$ cat config.mk
export PLATFORM = sky130hd
export DESIGN_NAME = chess_input_ctrl
export DESIGN_NICKNAME = d
export VERILOG_FILES = /design/src/rtl/chess_input_ctrl.sv
export SDC_FILE = /design/constraint.sdc
export NUM_CORES = 1
export LEC_CHECK = 0
export ABC_AREA = 1
export BUFFER_PORTS_ARGS = -buffer_cell sky130_fd_sc_hd__buf_2
export CAP_MARGIN = 40
export CORE_MARGIN = 2
export CORE_UTILIZATION = 56
export DETAILED_ROUTE_END_ITERATION = 10
export PLACE_DENSITY = 0.86
export SYNTH_ARGS = -nofsm -noshare
export SYNTH_HDL_FRONTEND = slang
export SYNTH_SLANG_ARGS = --single-unit
$ cat constraint.sdc
create_clock -name CLK -period 1.7 [get_ports CLK]
set_clock_uncertainty 0.2 [all_clocks]
set_input_delay 0.255 -clock CLK [delete_from_list [all_inputs] [get_ports CLK]]
set_output_delay 0.255 -clock CLK [all_outputs]
set_load 0.005 [all_outputs]
$ cat src/rtl/chess_input_ctrl.sv
// Chess-clock input front end: button conditioning (sync, debounce, press pulse) and turn FSM.
// Optional macro MOVE_COUNTER_EN enables the saturating full-move counter on MOVES.
module chess_input_ctrl #(
  parameter int DEBOUNCE_CYCLES = 1000000,
  parameter int DB_W            = 20
) (
  input  logic       CLK,
  input  logic       CLR_N,
  input  logic       BTN_P1,
  input  logic       BTN_P2,
  input  logic       BTN_PAUSE,
  input  logic       BTN_NEW,
  input  logic       OVERFLOW1,
  input  logic       OVERFLOW2,
  output logic       CE,
  output logic       SELECT,
  output logic       STOP,
  output logic       GAME_CLR,
  output logic       GAME_OVER,
  output logic       LOSER,
  output logic [9:0] MOVES
);

  localparam int              NB      = 4;
  localparam logic [DB_W-1:0] DB_LAST = DB_W'(DEBOUNCE_CYCLES - 1);

  typedef enum logic [2:0] {IDLE, RUN_P1, RUN_P2, PAUSED, FLAG} state_t;

  logic [NB-1:0]   btn_raw;
  logic [NB-1:0]   sync1_q, sync1_d, sync2_q, sync2_d;
  logic [NB-1:0]   level_q, level_d, pulse_q, pulse_d;
  logic [DB_W-1:0] cnt_q [NB];
  logic [DB_W-1:0] cnt_d [NB];

  assign btn_raw = {BTN_NEW, BTN_PAUSE, BTN_P2, BTN_P1};

  // Debounce: a level is accepted only after it differs from the accepted one for DEBOUNCE_CYCLES samples.
  always_comb begin
    sync1_d = btn_raw;
    sync2_d = sync1_q;
    level_d = level_q;
    pulse_d = '0;
    for (int i = 0; i < NB; i++) begin
      cnt_d[i] = '0;
      if (sync2_q[i] != level_q[i]) begin
        if (cnt_q[i] == DB_LAST) begin
          level_d[i] = sync2_q[i];
          pulse_d[i] = sync2_q[i];
        end else begin
          cnt_d[i] = cnt_q[i] + DB_W'(1);
        end
      end
    end
  end

  always_ff @(posedge CLK or negedge CLR_N) begin
    if (!CLR_N) begin
      sync1_q <= '0;
      sync2_q <= '0;
      level_q <= '0;
      pulse_q <= '0;
      for (int i = 0; i < NB; i++) cnt_q[i] <= '0;
    end else begin
      sync1_q <= sync1_d;
      sync2_q <= sync2_d;
      level_q <= level_d;
      pulse_q <= pulse_d;
      for (int i = 0; i < NB; i++) cnt_q[i] <= cnt_d[i];
    end
  end

  logic new_p, pause_p, p2_p, p1_p;
  assign {new_p, pause_p, p2_p, p1_p} = pulse_q;

  state_t state_q, state_d;
  logic   ce_q, ce_d, select_q, select_d, stop_q, stop_d;
  logic   game_clr_q, game_clr_d, clr_hold_q, clr_hold_d;
  logic   game_over_q, game_over_d, loser_q, loser_d;

  // Priority: NEW, then the running player's overflow, then PAUSE, then player presses.
  always_comb begin
    state_d    = state_q;
    loser_d    = loser_q;
    clr_hold_d = 1'b0;
    game_clr_d = clr_hold_q;
    if (new_p) begin
      state_d    = IDLE;
      loser_d    = 1'b0;
      game_clr_d = 1'b1;
      clr_hold_d = 1'b1;
    end else begin
      case (state_q)
        IDLE: begin
          if (p1_p)      state_d = RUN_P2;
          else if (p2_p) state_d = RUN_P1;
        end
        RUN_P1: begin
          if (OVERFLOW1) begin
            state_d = FLAG;
            loser_d = 1'b0;
          end else if (pause_p) state_d = PAUSED;
          else if (p1_p)        state_d = RUN_P2;
        end
        RUN_P2: begin
          if (OVERFLOW2) begin
            state_d = FLAG;
            loser_d = 1'b1;
          end else if (pause_p) state_d = PAUSED;
          else if (p2_p)        state_d = RUN_P1;
        end
        PAUSED: begin
          if (pause_p) state_d = select_q ? RUN_P2 : RUN_P1;
        end
        FLAG:    state_d = FLAG;
        default: state_d = IDLE;
      endcase
    end

    ce_d        = (state_d != IDLE);
    stop_d      = !((state_d == RUN_P1) || (state_d == RUN_P2));
    game_over_d = (state_d == FLAG);
    select_d    = select_q;
    if ((state_d == IDLE) || (state_d == RUN_P1)) select_d = 1'b0;
    else if (state_d == RUN_P2)                   select_d = 1'b1;
  end

  always_ff @(posedge CLK or negedge CLR_N) begin
    if (!CLR_N) begin
      state_q     <= IDLE;
      ce_q        <= 1'b0;
      select_q    <= 1'b0;
      stop_q      <= 1'b1;
      game_clr_q  <= 1'b1;
      clr_hold_q  <= 1'b1;
      game_over_q <= 1'b0;
      loser_q     <= 1'b0;
    end else begin
      state_q     <= state_d;
      ce_q        <= ce_d;
      select_q    <= select_d;
      stop_q      <= stop_d;
      game_clr_q  <= game_clr_d;
      clr_hold_q  <= clr_hold_d;
      game_over_q <= game_over_d;
      loser_q     <= loser_d;
    end
  end

  assign CE        = ce_q;
  assign SELECT    = select_q;
  assign STOP      = stop_q;
  assign GAME_CLR  = game_clr_q;
  assign GAME_OVER = game_over_q;
  assign LOSER     = loser_q;

`ifdef MOVE_COUNTER_EN
  logic [9:0] moves_q, moves_d;

  // A full move completes when player 2 hands the turn back to player 1.
  always_comb begin
    moves_d = moves_q;
    if (new_p) begin
      moves_d = '0;
    end else if ((state_q == RUN_P2) && !OVERFLOW2 && !pause_p && p2_p &&
                 (moves_q != 10'd999)) begin
      moves_d = moves_q + 10'd1;
    end
  end

  always_ff @(posedge CLK or negedge CLR_N) begin
    if (!CLR_N) moves_q <= '0;
    else        moves_q <= moves_d;
  end

  assign MOVES = moves_q;
`else
  assign MOVES = 10'd0;
`endif

endmodule

### Word-level counts from Yosys, hierarchy flattened

Index checks and enable logic that the tools add are counted.

| storage, ports and cells | value |
|---|---|
| register bits | 106 |
| logic and storage cells | 88 |
| bits of input ports | 8 |
| output and inout bits | 16 |

| cells by class | value |
|---|---|
| equal/unequal tests | 17 |
| add/subtract/negate cells | 4 |
| reductions and logical operators | 13 |
| muxes and demuxes | 35 |

Operator list:

| cell | count |
|---|---|
| 20-bit 2-to-1 mux | 8 |
| 20-bit by 1-bit adder with 20-bit output (second input constant) | 4 |
| 20-bit == test (second input constant) | 4 |
| 3-bit 2-to-1 mux | 9 |
| 1-bit 2-to-1 mux | 15 |
| 3-bit case mux with 5 select lines | 1 |
| 3-bit by 2-bit == test with 1-bit output (second input constant) | 3 |
| 2-bit AND reduction | 4 |
| 3-bit by 1-bit == test with 1-bit output (second input constant) | 2 |
| 3-bit == test (second input constant) | 2 |
| 3-bit zero test | 2 |
| 3-bit inequality test (second input constant) | 2 |
| 3-bit nonzero test | 2 |
| 1-bit inequality test | 4 |
| 3-bit AND reduction | 1 |
| 1-bit logical OR | 2 |
| 2-bit 2-to-1 mux | 1 |
| 1-bit case mux with 2 select lines | 1 |
| 2-bit nonzero test | 1 |
| 1-bit zero test | 1 |

### Longest topological paths before layout

Gate-level depths: netlist of run 1.

| logic depth | value |
|---|---|
| depth after elaboration | 8 |
| depth in mapped cells | 11 |
| mapped depth without buffers | 11 |

### Worst setup path before layout of run 1

Ideal clock, no wire load.

| timing | value |
|---|---|
| path kind | register -> register |
| start | register cnt_q[0] in the netlist's numbering |
| end | register cnt_q[17] in the netlist's numbering |
| path slack | 0.060 ns |
| arrival time | 1.314 ns |
| stages on the path, launching flop included | 10 |
| buffers on the path | 0 |
| clock period less this slack | 1.640 ns |
| setup time | 0.125 ns |
| required time | 1.375 ns |
| path through | dfrtp_1 -> ha_1 -> nand3_2 -> nor2_2 -> nand2_1 -> nand3b_4 -> nand2_1 -> inv_1 -> nand2_1 -> nor2_1 |

RTL lines:

| item | RTL line | text |
|---|---|---|
| start, declared | 32 | `logic [DB_W-1:0] cnt_q [NB];` |

==> metrics, run 1 <==
maximum number of pins on one net before global-route repair 40; die area 0.0106 mm2; Pwr Density 666 mW/mm2; Leak 3.15 nW; CP required 1.76 ns; CTS tree yes; VDD IR max 0.000427 V; clk sink count 106; detailed-route DRC error count 0; final hold slack 0.00217 ns; register area share after synthesis 48.2%; Core Box Area 0.00964 mm2; total number of vias 4804; post-route insts no fill 914; ANT nets after route 0; root buf cell clkbuf_8; Slew Limit Fails 0; crit end category flop; Global Route met2 Usage 41.3%; # rows 36; dpl hpwl 8300 um; syn_area_per_cell 8.02 um2; Hold Vio Cnt, Final 0; synth warn 0; vias in the first global route 4543; drt pass-1 iters 7; Async S/R FF share, synth 100%; layout cells sized above 1 24.8%; GR Util All Layers 23.5%; Final setup violation count 18; wire per inst 14.0 um; status finished, violations left; final wirelength 12800 um; Worst-path clk slew 0.10 ns; GR Layer Usage met1 29.2%; WS Path Type flop to flop; Most Crowded Layer GR met2; Placed Cells incl. Taps 881; failing checks negative setup slack; # H-tree levels 3; commonest cells after routing, fill and taps aside nor2_1, nand2_1, dfrtp_1; Cell Area, Synth 0.00551 mm2; 1st-iter DRT viols 320; maximum operating frequency 549 MHz; Synth Register Bits 106; setup ws final -0.121 ns; Die Height 103 um; pre-CTS setup slack -0.137 ns; top_reg_cell synth dfrtp_1; Max Cap Viol 0; area grow syn2layout 23.7%; met3 Resource Use GR 3.63%; RePlAce Congestion 0.976; Worst setup SP type flop; n_diodes 0; Nets 788; Crit path arrival time 1.88 ns; number of synthesized flops with an enable pin 0; commonest non-fill, non-tap cell in the layout nor2_1; Post-Route Utilization 70.7%; worst skew pair latency 0.37 ns; Mapped Cells 687; Top-Level Pins 24; first-pass GRT wire length 19800 um; initial core utilization 57.1%; HP Class input port to flop; RSZ-0062 raised after global routing yes; buffer depth of the longest clock path 2; setup TNS -0.659 ns; global route overflow 0; DR vias/cell 5.26; min Tclk post-route 1.82 ns; chip width 103 um; Fillers 666; number of port buffers 13; Final period util 107%; cts bufs inserted 9; initial antenna violation count 0; synth unique cells 32; CP Max Fanout 3
Yosys cell counts (7+ instances only):
cell / number / area [um2]
nand4_1: 16 / 100
inv_1: 85 / 319
xor2_1: 33 / 289
nor2_2: 7 / 43.8
nand3_1: 52 / 260
buf_4: 10 / 75.1
a21oi_1: 20 / 100
xnor2_1: 9 / 78.8
o21ai_0: 10 / 50.1
dfrtp_1: 103 / 2580
nor3_1: 34 / 170
nor2_1: 135 / 507
nand2_1: 125 / 469
cells by family after synthesis:
family,Yosys count,synth area share (%)
DFF,106,48.2
other,1,0.0681
AOI/OAI and AO/OA,33,3.02
adders and majority gates,4,0.909
and+or+nand+nor,400,33.3
xor gates and xnor gates,42,6.68
buffers and inverters,101,7.84
flip-flops by register name, summed over array words and instances, names as in the netlist, 3 cells and up:
signal	flops
level_q	4
sync2_q	4
sync1_q	4
cnt_q	80
pulse_q	4
state_q	3
metrics by stage:
step | power (mW) | area [um2]
after global placement | 2.81 | 6100
after floorplan | 2.72 | 5540
after detailed placement | 2.82 | 6100
after CTS | 4.53 | 6420
final | 4.54 | 6810
after global routing | 4.71 | 6810
critical path, stage by stage, from the launching register on:
cell and delay, ns:
dfrtp_1 0.44, ha_4 0.19, nand3_4 0.09, nor2_4 0.13, nand2_2 0.06, buf_6 0.12
nor3_4 0.23, nand3_1 0.13, nand2_1 0.09, nor2_1 0.04
final timing paths:
path	startpoint	end	slack, ns	cells after the start
max	cnt_q[41]	cnt_q[54]	-0.12	9
min	OVERFLOW2	LOSER	0.002	3
max reg2reg	cnt_q[41]	cnt_q[54]	-0.12	9
min reg2reg	sync1_q[0]	sync2_q[0]	0.16	0
max in group asynchronous	CLR_N	STOP	0.60	3
min in group asynchronous	CLR_N	cnt_q[48]	0.15	2
where the power goes:
part           internal (mW)  switching (mW)  total [mW]
registers               2.55          0.0295        2.58
clock network          0.866           0.838        1.70
logic                  0.101           0.149       0.250
total                   3.52            1.02        4.54
per-layer routing:
layer / vias up / wire length, um
met3: 45 / 542
met1: 2268 / 5090
met4: 0 / 395
met2: 163 / 6730
li1: 2328 / -
met5: - / 0
what timing repair did:
action / CTS / global route
gates cloned: 0 / 0
setup buffers: 1 / 11
pin swaps: 3 / 22
endpoints found under the hold margin: 109 / 0
resized for setup: 11 / 89
endpoints found under the setup margin: 46 / 64
hold buffers: 5 / 0
cell type report:
cell class	count	area (um2)	area share (%)
Clock buffer	11	141	2.08
Tap cell	133	166	2.44
Multi-Input combinational cell	489	2780	40.7
Inverter	89	337	4.94
Timing Repair Buffer	81	654	9.61
Sequential cell	106	2660	39.1
Clock inverter	5	77.6	1.14
(Power assumes the default switching activity.)
==> run 2: changes to the inputs <==
--- a/config.mk
+++ b/config.mk
@@ -6,11 +6,11 @@
 export NUM_CORES = 1
 export LEC_CHECK = 0
 export ABC_AREA = 1
-export BUFFER_PORTS_ARGS = -buffer_cell sky130_fd_sc_hd__buf_2
 export CAP_MARGIN = 40
 export CORE_MARGIN = 2
-export CORE_UTILIZATION = 56
+export CORE_UTILIZATION = 58
 export DETAILED_ROUTE_END_ITERATION = 10
+export DONT_BUFFER_PORTS = 1
 export PLACE_DENSITY = 0.86
 export SYNTH_ARGS = -nofsm -noshare
 export SYNTH_HDL_FRONTEND = slang
==> metrics, run 2 (synthesized netlist as in run 1, its figures left out) <==
status finished, violations left (unchanged); failing checks negative hold slack, negative setup slack (was negative setup slack); pre-CTS setup slack -0.0738 ns (was -0.137 ns); Overall Power 4.31 mW (was 4.54 mW); Nets 762 (was 788); ANT nets after route 0 (unchanged); RSZ-0062 raised after global routing yes (unchanged); Worst-path clk slew 0.10 ns (about the same); chip width 101 um (was 103 um); Slew Limit Fails 0 (unchanged); GR Util All Layers 24.7% (was 23.5%); # rows 35 (was 36); dpl hpwl 8220 um (was 8300 um); final wirelength 13500 um (was 12800 um); n_diodes 0 (unchanged); Core Box Area 0.00924 mm2 (was 0.00964 mm2); area grow syn2layout 20.2% (was 23.7%); buffer depth of the longest clock path 2 (unchanged); maximum number of pins on one net before global-route repair 107 (was 40); Pwr Density 651 mW/mm2 (was 666 mW/mm2); max reg flops 80 (unchanged); CP top delay family simple AND/OR/NAND/NOR gates (unchanged); DR vias/cell 5.63 (was 5.26); drt pass-1 iters 5 (was 7); # H-tree levels 3 (unchanged); first-pass GRT wire length 20100 um (was 19800 um); HP Class input port to async pin (was input port to flop); Fillers 616 (was 666); Multi-input gate area 0.00280 mm2 (was 0.00278 mm2); commonest cells after routing, fill and taps aside nor2_1, nand2_1, dfrtp_1 (unchanged); FF-to-FF End cnt_q[12] (was cnt_q[54]); Worst path slowest cell dfrtp_1 (unchanged); crit end category flop (unchanged); CP required 1.75 ns (was 1.76 ns); global route overflow 0 (unchanged); 1st-iter DRT viols 302 (was 320); vias in the first global route 4569 (was 4543); CP Max Fanout 3 (unchanged); WS Path Type flop to flop (unchanged); Placed Cells incl. Taps 841 (was 881); Max Cap Viol 0 (unchanged); Reg-to-Reg Start cnt_q[1] (was cnt_q[41]); RePlAce Congestion 0.938 (was 0.976); wire per inst 15.3 um (was 14.0 um); final hold slack -0.630 ns (was 0.00217 ns); cts bufs inserted 9 (unchanged); Final period util 105% (was 107%); Die Height 101 um (was 103 um); number of port buffers 0 (was 13); Hold Vio Cnt, Final 106 (was 0); DP Area 0.00582 mm2 (was 0.00610 mm2); Worst path max stage delay 0.42 ns (was 0.44 ns); cell mode on critical path nor2_4; VDD IR max 0.000601 V (was 0.000427 V); root buf cell clkbuf_8 (unchanged); hold_buf cts 6 (was 5); layout cells sized above 1 23.5% (was 24.8%); die area 0.0103 mm2 (was 0.0106 mm2); post-route insts no fill 883 (was 914); R2R setup slack -0.08 ns (was -0.12 ns); FF-to-FF path depth 9 (unchanged); detailed-route DRC error count 0 (unchanged); Top reg by flops cnt_q (unchanged); initial core utilization 59.6% (was 57.1%); initial antenna violation count 0 (unchanged); Design Area, Final 0.00662 mm2 (was 0.00681 mm2); clk sink count 106 (unchanged); maximum operating frequency 562 MHz (was 549 MHz); Leak 2.99 nW (was 3.15 nW); setup ws final -0.0781 ns (was -0.121 ns); CTS tree yes (unchanged); ordered list of cells on the worst path ha_4 -> nand3_4 -> nor2_4 -> inv_2 -> nor2_4 -> buf_4 -> nand4_1 -> nand2_1 -> nor2_1 (was ha_4 -> nand3_4 -> nor2_4 -> nand2_2 -> buf_6 -> nor3_4 -> nand3_1 -> nand2_1 -> nor2_1); Worst setup SP type flop (unchanged); min Tclk post-route 1.78 ns (was 1.82 ns); Buf/Inv on CP 2 (was 1); total number of vias 4969 (was 4804); Top-Level Pins 24 (unchanged); Crit path arrival time 1.83 ns (was 1.88 ns); register area 0.00267 mm2 (was 0.00266 mm2); worst skew pair latency 0.37 ns (about the same); Final setup violation count 14 (was 18); commonest non-fill, non-tap cell in the layout nor2_1 (unchanged)
[run 2: through the flow]
stage	util [%]	TNS, ns
finish	71.6	-0.386
global route	71.6	-3.29
CTS	66.5	0
detailed placement	62.9	-0.799
global placement	62.9	-0.00269
floorplan	-	0
[run 2: where the power goes]
group / leakage, nW / switching [mW] / total, mW / internal (mW)
registers: 1.43 / 0.0303 / 2.58 / 2.55
logic: 1.47 / 0.0959 / 0.183 / 0.0872
clock network: 0.0941 / 0.834 / 1.54 / 0.708
total: 2.99 / 0.960 / 4.31 / 3.35
[run 2: worst max path at each step]
stage               from         to  slack, ns  cells past startpoint
2_1_floorplan   cnt_q[0]  cnt_q[17]       0.06                      9
3_3_place_gp   cnt_q[60]  cnt_q[79]     -0.002                     10
3_5_place_dp   cnt_q[60]  cnt_q[76]      -0.07                     10
4_1_cts        cnt_q[60]  cnt_q[74]      0.002                     10
5_1_grt         cnt_q[7]  cnt_q[17]      -0.17                      8
6_report        cnt_q[1]  cnt_q[12]      -0.08                      9
[run 2: cell type report]
| class | instances | share of cell area, % |
|---|---|---|
| Multi-Input combinational cell | 489 | 42.3 |
| Clock inverter | 5 | 0.832 |
| Inverter | 89 | 5.16 |
| Sequential cell | 106 | 40.3 |
| Clock buffer | 10 | 2.08 |
| Tap cell | 129 | 2.44 |
| Timing Repair Buffer | 55 | 6.94 |
[run 2: per-layer routing]
layer	routed length (um)	vias up	GRT usage (%)	share of wire, %
li1	-	2280	-	-
met5	0	-	0	0
met1	5320	2384	31.0	39
met4	457	0	9.67	3.4
met2	6870	244	41.5	51
met3	842	61	5.87	6.2
[run 2: what timing repair did]
action / 4_1_cts / 5_1_grt
endpoints found under the setup margin: 39 / 64
pin swaps: 3 / 21
endpoints found under the hold margin: 111 / 106
resized for setup: 11 / 98
gates cloned: 0 / 0
setup buffers: 4 / 17
